<file path="src/rtl/instruction_fetch_stage_if.sv">
// ---------------------------------------------------------------------------
// instruction_fetch_stage_if
// Instruction memory request/response bundle for the fetch stage.
//   imem_req   : fetch stage is requesting a word this cycle
//   imem_addr  : byte address of the requested word (always the fetch PC)
//   imem_ack   : memory returns imem_rdata for the address of this cycle
//   imem_rdata : 32-bit instruction word
// Modports: master = fetch stage, slave = instruction memory.
// ---------------------------------------------------------------------------
interface instruction_fetch_stage_if;
  logic        imem_req;
  logic [63:0] imem_addr;
  logic        imem_ack;
  logic [31:0] imem_rdata;

  modport master (
    output imem_req,
    output imem_addr,
    input  imem_ack,
    input  imem_rdata
  );

  modport slave (
    input  imem_req,
    input  imem_addr,
    output imem_ack,
    output imem_rdata
  );
endinterface

</file>
<file path="src/rtl/instruction_fetch_stage.sv">
// ---------------------------------------------------------------------------
// instruction_fetch_stage
// IF stage of a 64-bit pipeline: owns the PC, requests instruction words
// from instruction memory and loads the IF/ID pipeline register.
//
// Parameters:
//   RESET_PC     : PC value loaded on reset
// Ports:
//   clk          : clock, all state updates on the rising edge
//   reset        : asynchronous active-high reset
//   stall        : hazard hold, freezes PC and IF outputs
//   br_taken     : redirect from a later stage (highest priority)
//   br_target    : redirect address, low two bits are forced to zero
//   imem         : instruction memory bundle (master side)
//   Inst_IF      : fetched instruction word (0 for a bubble)
//   PC_out_IF    : PC of the fetched instruction
//   Add_4_IF     : PC_out_IF + 4 (wraps modulo 2^64)
//   valid_IF     : IF/ID register holds a real instruction
// Optional (macro FETCH_PERF_CNT_EN):
//   fetch_count  : number of valid instructions loaded, wraps at 2^32
//   bubble_count : number of bubbles loaded, wraps at 2^32
// ---------------------------------------------------------------------------
module instruction_fetch_stage #(
  parameter logic [63:0] RESET_PC = 64'h0
) (
  input  logic                       clk,
  input  logic                       reset,
  input  logic                       stall,
  input  logic                       br_taken,
  input  logic [63:0]                br_target,
  instruction_fetch_stage_if.master  imem,
  output logic [31:0]                Inst_IF,
  output logic [63:0]                PC_out_IF,
  output logic [63:0]                Add_4_IF,
  output logic                       valid_IF
`ifdef FETCH_PERF_CNT_EN
  ,
  output logic [31:0]                fetch_count,
  output logic [31:0]                bubble_count
`endif
);

  typedef enum logic [1:0] {
    IDLE  = 2'd0,
    FETCH = 2'd1,
    HOLD  = 2'd2
  } state_t;

  state_t      state;
  logic [63:0] pc;
  logic [63:0] pc_plus4;
  logic [31:0] hold_inst;
  logic [63:0] hold_pc;
  logic [63:0] hold_add4;
  logic        load_fetch;
  logic        load_bubble;

  assign pc_plus4       = pc + 64'd4;
  assign imem.imem_addr = pc;
  assign imem.imem_req  = (state == FETCH);

  // Classify what the IF/ID register receives this cycle. A redirect always
  // produces a bubble, even under stall, so it is checked first.
  always_comb begin
    load_fetch  = 1'b0;
    load_bubble = 1'b0;
    if (br_taken) begin
      load_bubble = (state == IDLE) || (state == FETCH) || (state == HOLD);
    end else if (!stall) begin
      load_fetch  = ((state == FETCH) && imem.imem_ack) || (state == HOLD);
      load_bubble = (state == FETCH) && !imem.imem_ack;
    end
  end

  // Main FSM with PC, hold buffer and IF/ID register. A word acked while
  // stalled cannot be refetched cheaply, so it is parked in the hold buffer
  // and the PC moves on; HOLD releases it once the stall clears.
  always_ff @(posedge clk or posedge reset) begin
    if (reset) begin
      state     <= IDLE;
      pc        <= RESET_PC;
      Inst_IF   <= 32'd0;
      PC_out_IF <= 64'd0;
      Add_4_IF  <= 64'd0;
      valid_IF  <= 1'b0;
      hold_inst <= 32'd0;
      hold_pc   <= 64'd0;
      hold_add4 <= 64'd0;
    end else if (br_taken) begin
      state     <= FETCH;
      pc        <= br_target & ~64'd3;
      Inst_IF   <= 32'd0;
      valid_IF  <= 1'b0;
      hold_inst <= 32'd0;
      hold_pc   <= 64'd0;
      hold_add4 <= 64'd0;
    end else begin
      case (state)
        IDLE: begin
          state <= FETCH;
        end
        FETCH: begin
          if (load_fetch) begin
            Inst_IF   <= imem.imem_rdata;
            PC_out_IF <= pc;
            Add_4_IF  <= pc_plus4;
            valid_IF  <= 1'b1;
            pc        <= pc_plus4;
          end else if (load_bubble) begin
            Inst_IF  <= 32'd0;
            valid_IF <= 1'b0;
          end else if (imem.imem_ack) begin
            hold_inst <= imem.imem_rdata;
            hold_pc   <= pc;
            hold_add4 <= pc_plus4;
            pc        <= pc_plus4;
            state     <= HOLD;
          end
        end
        HOLD: begin
          if (load_fetch) begin
            Inst_IF   <= hold_inst;
            PC_out_IF <= hold_pc;
            Add_4_IF  <= hold_add4;
            valid_IF  <= 1'b1;
            state     <= FETCH;
          end
        end
        default: begin
          state <= IDLE;
        end
      endcase
    end
  end

`ifdef FETCH_PERF_CNT_EN
  // Performance counters follow the IF/ID valid bit as it is loaded.
  always_ff @(posedge clk or posedge reset) begin
    if (reset) begin
      fetch_count  <= 32'd0;
      bubble_count <= 32'd0;
    end else begin
      if (load_fetch) begin
        fetch_count <= fetch_count + 32'd1;
      end
      if (load_bubble) begin
        bubble_count <= bubble_count + 32'd1;
      end
    end
  end
`endif

endmodule

</file>
<file path="src/flat_wrapper.sv">
// flat-port wrapper written by rule: the top's interface ports become plain ports
module instruction_fetch_stage_flat 
#(
  parameter logic [63:0] RESET_PC = 64'h0
)
  (clk, reset, stall, br_taken, br_target, Inst_IF, PC_out_IF, Add_4_IF, valid_IF, imem_imem_req, imem_imem_addr, imem_imem_ack, imem_imem_rdata);
  instruction_fetch_stage_if imem_i ();
  input  logic clk;
  input  logic reset;
  input  logic stall;
  input  logic br_taken;
  input  logic [63:0] br_target;
  output logic [31:0] Inst_IF;
  output logic [63:0] PC_out_IF;
  output logic [63:0] Add_4_IF;
  output logic valid_IF;
  output wire logic [$bits(imem_i.imem_req)-1:0] imem_imem_req;
  output wire logic [$bits(imem_i.imem_addr)-1:0] imem_imem_addr;
  input wire logic [$bits(imem_i.imem_ack)-1:0] imem_imem_ack;
  input wire logic [$bits(imem_i.imem_rdata)-1:0] imem_imem_rdata;
  assign imem_imem_req = imem_i.imem_req;
  assign imem_imem_addr = imem_i.imem_addr;
  assign imem_i.imem_ack = imem_imem_ack;
  assign imem_i.imem_rdata = imem_imem_rdata;
  instruction_fetch_stage #(.RESET_PC(RESET_PC)) u_core (.clk(clk), .reset(reset), .stall(stall), .br_taken(br_taken), .br_target(br_target), .imem(imem_i), .Inst_IF(Inst_IF), .PC_out_IF(PC_out_IF), .Add_4_IF(Add_4_IF), .valid_IF(valid_IF));
endmodule
</file>
<file path="config.mk">
export PLATFORM = sky130hd
export DESIGN_NAME = instruction_fetch_stage_flat
export DESIGN_NICKNAME = d
export VERILOG_FILES = /design/src/rtl/instruction_fetch_stage_if.sv /design/src/rtl/instruction_fetch_stage.sv /design/src/flat_wrapper.sv
export SDC_FILE = /design/constraint.sdc
export NUM_CORES = 1
export LEC_CHECK = 0
export BUFFER_PORTS_ARGS = -buffer_cell sky130_fd_sc_hd__buf_2
export CAP_MARGIN = 20
export CORE_UTILIZATION = 55
export DETAILED_ROUTE_END_ITERATION = 10
export GPL_TIMING_DRIVEN = 0
export HOLD_SLACK_MARGIN = 0.08
export PLACE_DENSITY = 0.84
export SLEW_MARGIN = 20
export SYNTH_ARGS = -nofsm -noshare
export SYNTH_HDL_FRONTEND = slang
export SYNTH_SLANG_ARGS = --single-unit
</file>
<file path="constraint.sdc">
create_clock -name clk -period 22.4 [get_ports clk]
set_clock_uncertainty 0.1 [all_clocks]
set_input_delay 5.6 -clock clk [delete_from_list [all_inputs] [get_ports clk]]
set_output_delay 5.6 -clock clk [all_outputs]
set_load 0.02 [all_outputs]
</file>
=== Word level (Yosys, flattened, before mapping) ===
Index checks and enable logic that the tools add are counted.

* Bits in registers: 387
* Latch bits: 0
* Bits in writable memories: 0
* Bits in read-only memories: 0
* Input port bits: 101
* Output and inout bits: 226
* Memories kept: 0

* Add/subtract/negate cells: 1
* Multipliers: 0
* Divide/modulo/power cells: 0
* Order comparisons: 0
* Equality and inequality tests: 12
* Shift-type cells: 0
* Multiplexer cells: 44
* Bitwise gates (word level): 1
* Reduce and logical (&&, ||, !) cells: 17

{| class="wikitable"
|+ Operator list
! cell !! count
|-
| $mux 64 || 17
|-
| $mux 32 || 9
|-
| $pmux 64 s2 || 2
|-
| $add 64x3->64 const B || 1
|-
| $pmux 32 s2 || 1
|-
| $reduce_and 4->1 || 3
|-
| $mux 2 || 5
|-
| $ne 3x2->1 const B || 3
|-
| $mux 1 || 8
|-
| $ne 3x3->1 const B || 2
|-
| $pmux 2 s3 || 1
|-
| $reduce_and 3->1 || 2
|-
| $reduce_bool 2->1 || 3
|-
| $reduce_bool 3->1 || 2
|-
| $ne 2x1->1 const B || 2
|-
| $ne 2x2->1 const B || 2
|-
| $ne 4x2->1 const B || 1
|-
| $logic_or 1x1->1 || 3
|-
| $eq 2x1->1 const B || 1
|-
| $eq 2x2->1 const B || 1
|-
| $logic_and 1x1->1 || 2
|-
| $logic_not 2->1 || 1
|-
| $pmux 1 s2 || 1
|-
| $logic_not 1->1 || 1
|-
| $not 1->1 || 1
|}

=== Longest topological paths before layout ===
* Depth after elaboration: 8
* Gate-level depth with buffers: 9

=== Least setup slack after synthesis ===
No wires, ideal clock.

* Path kind: input -> register
* Start: input imem_imem_ack
* End: register u_core.hold_add4[2]
* Library setup time: 0.096 ns
* Arrival: 7.228 ns
* Data required time: 22.204 ns
* Path slack: 14.977 ns
* Stages: 8
* Path buffers: 4
* Cells stage by stage: and2_1 clkbuf_1 a21oi_1 clkbuf_1 buf_1 buf_1 nand2_1 o31ai_1

* Cells in the longest elaborated chain, start to end: 6

{| class="wikitable"
|+ RTL lines
! what !! RTL line !! RTL
|-
| start, declared || flat_wrapper.sv:19 || <nowiki>input wire logic [$bits(imem_i.imem_ack)-1:0] imem_imem_ack;</nowiki>
|-
| $logic_and 1x1->1 or $logic_not 1->1 (tied branches) || instruction_fetch_stage.sv:70, instruction_fetch_stage.sv:71 ||
|-
| $logic_or 1x1->1 or $logic_and 1x1->1 (tied branches) || instruction_fetch_stage.sv:70, instruction_fetch_stage.sv:71 ||
|-
| $mux 1 || instruction_fetch_stage.sv:69 || <nowiki>end else if (!stall) begin</nowiki>
|-
| $mux 1 || instruction_fetch_stage.sv:67 || <nowiki>if (br_taken) begin</nowiki>
|-
| $ne 2x2->1 (no line) || - ||
|-
| $reduce_and 4->1 (no line) * || - ||
|-
| end signal, assigned || instruction_fetch_stage.sv:115 || <nowiki>hold_add4 <= pc_plus4;</nowiki>
|-
| end, declared || instruction_fetch_stage.sv:54 || <nowiki>logic [63:0] hold_add4;</nowiki>
|}

Every way passes the cells marked *; elsewhere a longest branch is shown, timed or not.
A chain may end at the register's enable or synchronous reset.

=== Final worst setup path ===
* Start: input imem_imem_ack
* End: register u_core.hold_pc[20]

* Cells in the longest elaborated chain, start to end: 6

{| class="wikitable"
|+ RTL lines
! what !! RTL line !! RTL
|-
| $logic_and 1x1->1 or $logic_not 1->1 (tied branches) || instruction_fetch_stage.sv:70, instruction_fetch_stage.sv:71 ||
|-
| $logic_or 1x1->1 or $logic_and 1x1->1 (tied branches) || instruction_fetch_stage.sv:70, instruction_fetch_stage.sv:71 ||
|-
| $mux 1 || instruction_fetch_stage.sv:69 ||
|-
| $mux 1 || instruction_fetch_stage.sv:67 ||
|-
| $ne 2x2->1 (no line) || - ||
|-
| $reduce_and 4->1 (no line) * || - ||
|-
| end signal, assigned || instruction_fetch_stage.sv:114 || <nowiki>hold_pc <= pc;</nowiki>
|-
| end, declared || instruction_fetch_stage.sv:53 || <nowiki>logic [63:0] hold_pc;</nowiki>
|}

Marked as above.

==> Flow_metrics.wiki <==
{| class="wikitable"
! Metric !! Value
|-
| Sink count of the clock tree || 379
|-
| Portion of total power attributed to combinational logic || 0.201
|-
| Port Buffer Count || 320
|-
| Final critical path time including I/O delays and setup || 8.99 ns
|-
| Final estimated routing congestion in global placement || 0.977
|-
| Signal arrival time at the worst endpoint || 9.34 ns
|-
| Met1 capacity usage during global routing || 0.513
|-
| Via count of the first global-routing pass || 17200
|-
| # IOs || 327
|-
| Achievable clock frequency || 111 MHz
|-
| Global-route wire length before repair || 98100 um
|-
| Most repeated cell in the gate-level netlist after synthesis || sky130_fd_sc_hd__nand2_1
|-
| 1st-pass router iterations || 6
|-
| 1st-iter DRT viols || 2057
|-
| Element type at the critical path start || input port
|-
| Final setup violating endpoints || 0
|-
| Required arrival time at the worst endpoint || 22.75 ns
|-
| FFs w/ async S/R, synth || 1.00
|-
| Switching power || 618 uW
|-
| Final WS setup || 13.41 ns
|-
| Post-placement worst setup slack || 13.11 ns
|-
| Most numerous cell types in the synthesized netlist || 529 x sky130_fd_sc_hd__nand2_1, 379 x sky130_fd_sc_hd__dfrtp_1, 273 x sky130_fd_sc_hd__o21ai_0, 154 x sky130_fd_sc_hd__clkbuf_1, 144 x sky130_fd_sc_hd__nor2_1
|-
| CTS tree || done
|-
| Drt via density || 6.17
|-
| Max clock buf depth || 3
|-
| GR Layer Usage met3 || 0.0928
|-
| Type of destination of the critical path || flip-flop
|-
| Number of max-cap violations || 0
|-
| Leftover overflow at the end of global routing || 0
|-
| Number of nets in the final layout || 2524
|-
| Outcome || completed
|-
| WL/cell || 22.5 um
|-
| Signed area change from the synthesized netlist to the final layout || 20.7%
|-
| Part of the cycle the worst path needs || 0.401
|-
| Mapped Cells || 2053
|-
| Post-synth cell types || 54
|-
| Sequential group share of total power || 0.427
|-
| Width of the die || 182 um
|-
| Clock power share || 0.372
|-
| Insertion delay of the later-clocked pin in the worst-skew pair || 0.55 ns
|-
| Biggest fanout along the worst timing path || 10
|-
| Power density over cell area || 90.8 nW/um2
|-
| Worst-Margin Slew || 1.24 ns
|-
| Final count of hold timing violations || 0
|-
| Clock-pin transition on the worst setup and hold timing paths || 0.06 ns
|-
| Remaining routing DRC violations || 0
|-
| Number of slew-limit violations in the final report || 0
|-
| Power consumption || 1.96 mW
|-
| Number of H-tree branching levels || 2
|-
| Primary FF master, synth || sky130_fd_sc_hd__dfrtp_1
|-
| Setup bufs post-CTS || 0
|-
| Sequential cell area fraction in the yosys report || 0.531
|-
| Number of buffers inserted during clock tree synthesis || 40
|-
| Dominant cell type by area after synthesis || sky130_fd_sc_hd__dfrtp_1
|-
| Yosys warnings || 0
|-
| Die Footprint || 33200 um2
|-
| Max transition margin || 0.168
|-
| Largest net degree at the start of global routing || 95
|-
| Top cell type's share of synthesized area || 0.531
|-
| Worst voltage drop across the vdd grid || 0.0654 mV
|-
| Final-layout setup total negative slack || 0 ns
|-
| Biggest area contributors in the synthesized netlist || sky130_fd_sc_hd__dfrtp_1 53%, sky130_fd_sc_hd__nand2_1 11%, sky130_fd_sc_hd__o21ai_0 7.7%
|-
| Number of synthesized flops with an enable pin || 0
|-
| Post-synthesis sequential element count || 379
|-
| Initial core utilization || 0.563
|-
| Number of resized instances in the post-cts repair step || 0
|-
| Hold slack || 0.375 ns
|-
| Total half-perimeter wirelength after legalization and detailed placement || 45800 um
|-
| Cell internal pwr || 1.34 mW
|-
| Vias post-DR || 17600
|-
| Met2 Track Usage GR || 0.598
|-
| Wire length after detailed routing || 64200 um
|-
| Fraction of layout instances using a drive strength above 1 || 0.179
|-
| Net switching fraction of the power || 0.316
|-
| CTS hold repair buffers || 0
|-
| Core Footprint || 31700 um2
|-
| Overall routing resource usage || 0.388
|-
| Hold WC Path Type || flip-flop to flip-flop
|-
| Master cell of the clock root buffer || sky130_fd_sc_hd__clkbuf_16
|-
| Num rows || 65
|-
| Type of the worst setup path || input port to flip-flop
|-
| Mean area per synthesized cell || 8.69 um2
|-
| Most used routing layer in global routing || met2
|-
| Standby leakage power || 9.57 nW
|-
| Number of nets with antenna violations after routing || 0
|-
| Unrepaired setup endpoints after global routing || false
|-
| Netlist area before placement || 17800 um2
|-
| Vertical extent of the die || 182 um
|-
| Number of antenna violations at the first check in global routing || 2
|}
==> stage by stage <==
stage | utilization | area (um2) | instances
after floorplan | - | 17900 | 2054
after detailed placement | 0.633 | 20100 | 2781
final | 0.679 | 21500 | 2857
after global placement | 0.629 | 20000 | 2776
after CTS | 0.679 | 21500 | 2854
after global routing | 0.679 | 21500 | 2857
==> cell families after synthesis <==
group | Yosys count | synth area share
AND/OR/NAND/NOR | 864 | 0.209
AO/OA/AOI/OAI | 486 | 0.153
flip-flops | 379 | 0.531
buffers and inverters | 201 | 0.0462
XOR/XNOR | 114 | 0.0559
multiplexers | 7 | 0.00421
adder cells (fa/ha/maj) | 1 | 0.000701
other | 1 | 0.000210
==> cells in the final DEF, fill, tap and decap left out, drive strengths merged, types with 37 or more instances in the layout <==
cell	n
a21oi	54
xnor2	78
nand2	529
nand4	37
clkbuf	213
nand3	39
dfrtp	379
nor2	144
buf	362
o21ai	278
a31oi	65
==> layer usage <==
layer	routed length [um]	part of all wire
met1	24400	0.38
met4	3650	0.057
met5	0	0
met2	29000	0.45
met3	7140	0.11
==> worst max-delay path: stages <==
cell,delay [ns]
sky130_fd_sc_hd__buf_2,0.11
sky130_fd_sc_hd__and2_1,0.13
sky130_fd_sc_hd__clkbuf_1,0.30
sky130_fd_sc_hd__a21oi_1,0.86
sky130_fd_sc_hd__clkbuf_1,0.62
sky130_fd_sc_hd__clkbuf_1,0.90
sky130_fd_sc_hd__clkbuf_1,0.57
sky130_fd_sc_hd__nand2_1,0.11
sky130_fd_sc_hd__o21ai_0,0.11
==> path summary, 6_finish.rpt <==
| kind | slack (ns) | to | depth (start not counted) | start |
|---|---|---|---|---|
| hold reg to reg | 0.37 | u_core.Inst_IF[1] | 2 | u_core.Inst_IF[1] |
| max in group asynchronous | 15.68 | u_core.PC_out_IF[21] | 5 | reset |
| hold / removal | 0.37 | u_core.Inst_IF[1] | 2 | u_core.Inst_IF[1] |
| setup / recovery | 13.41 | u_core.hold_pc[20] | 9 | imem_imem_ack |
| setup reg to reg | 17.95 | u_core.hold_pc[20] | 9 | u_core.state[0] |
| min in group asynchronous | 4.94 | u_core.Inst_IF[4] | 2 | reset |
==> registers in the layout, indices dropped and copies added, names as in the netlist <==
register	cells
u_core.Add_4_IF	63
u_core.Inst_IF	32
u_core.PC_out_IF	62
u_core.valid_IF	1
u_core.hold_pc	63
u_core.hold_inst	32
u_core.hold_add4	62
u_core.imem.imem_addr	62
u_core.state	2
==> cell type report <==
type	instances	area, um2
diodes	2	5.00
plain buffers	193	795
clock buffers	56	1150
clock inverters	17	277
fillers	2530	10200
inverters	8	37.5
multi-input cells	1474	7560
flip-flops and latches	379	9480
well taps	402	503
repair buffers	326	1720
==> power by group through the flow <==
stage | Combinational, mW | Clock (mW) | Sequential, mW
5_1_grt | 0.422 | 0.758 | 0.843
6_report | 0.393 | 0.727 | 0.836
3_3_place_gp | 0.374 | 0 | 0.842
4_1_cts | 0.389 | 0.725 | 0.833
2_1_floorplan | 0.158 | 0 | 0.910
3_5_place_dp | 0.386 | 0 | 0.844
No activity file was read; power rests on OpenSTA's default activity.
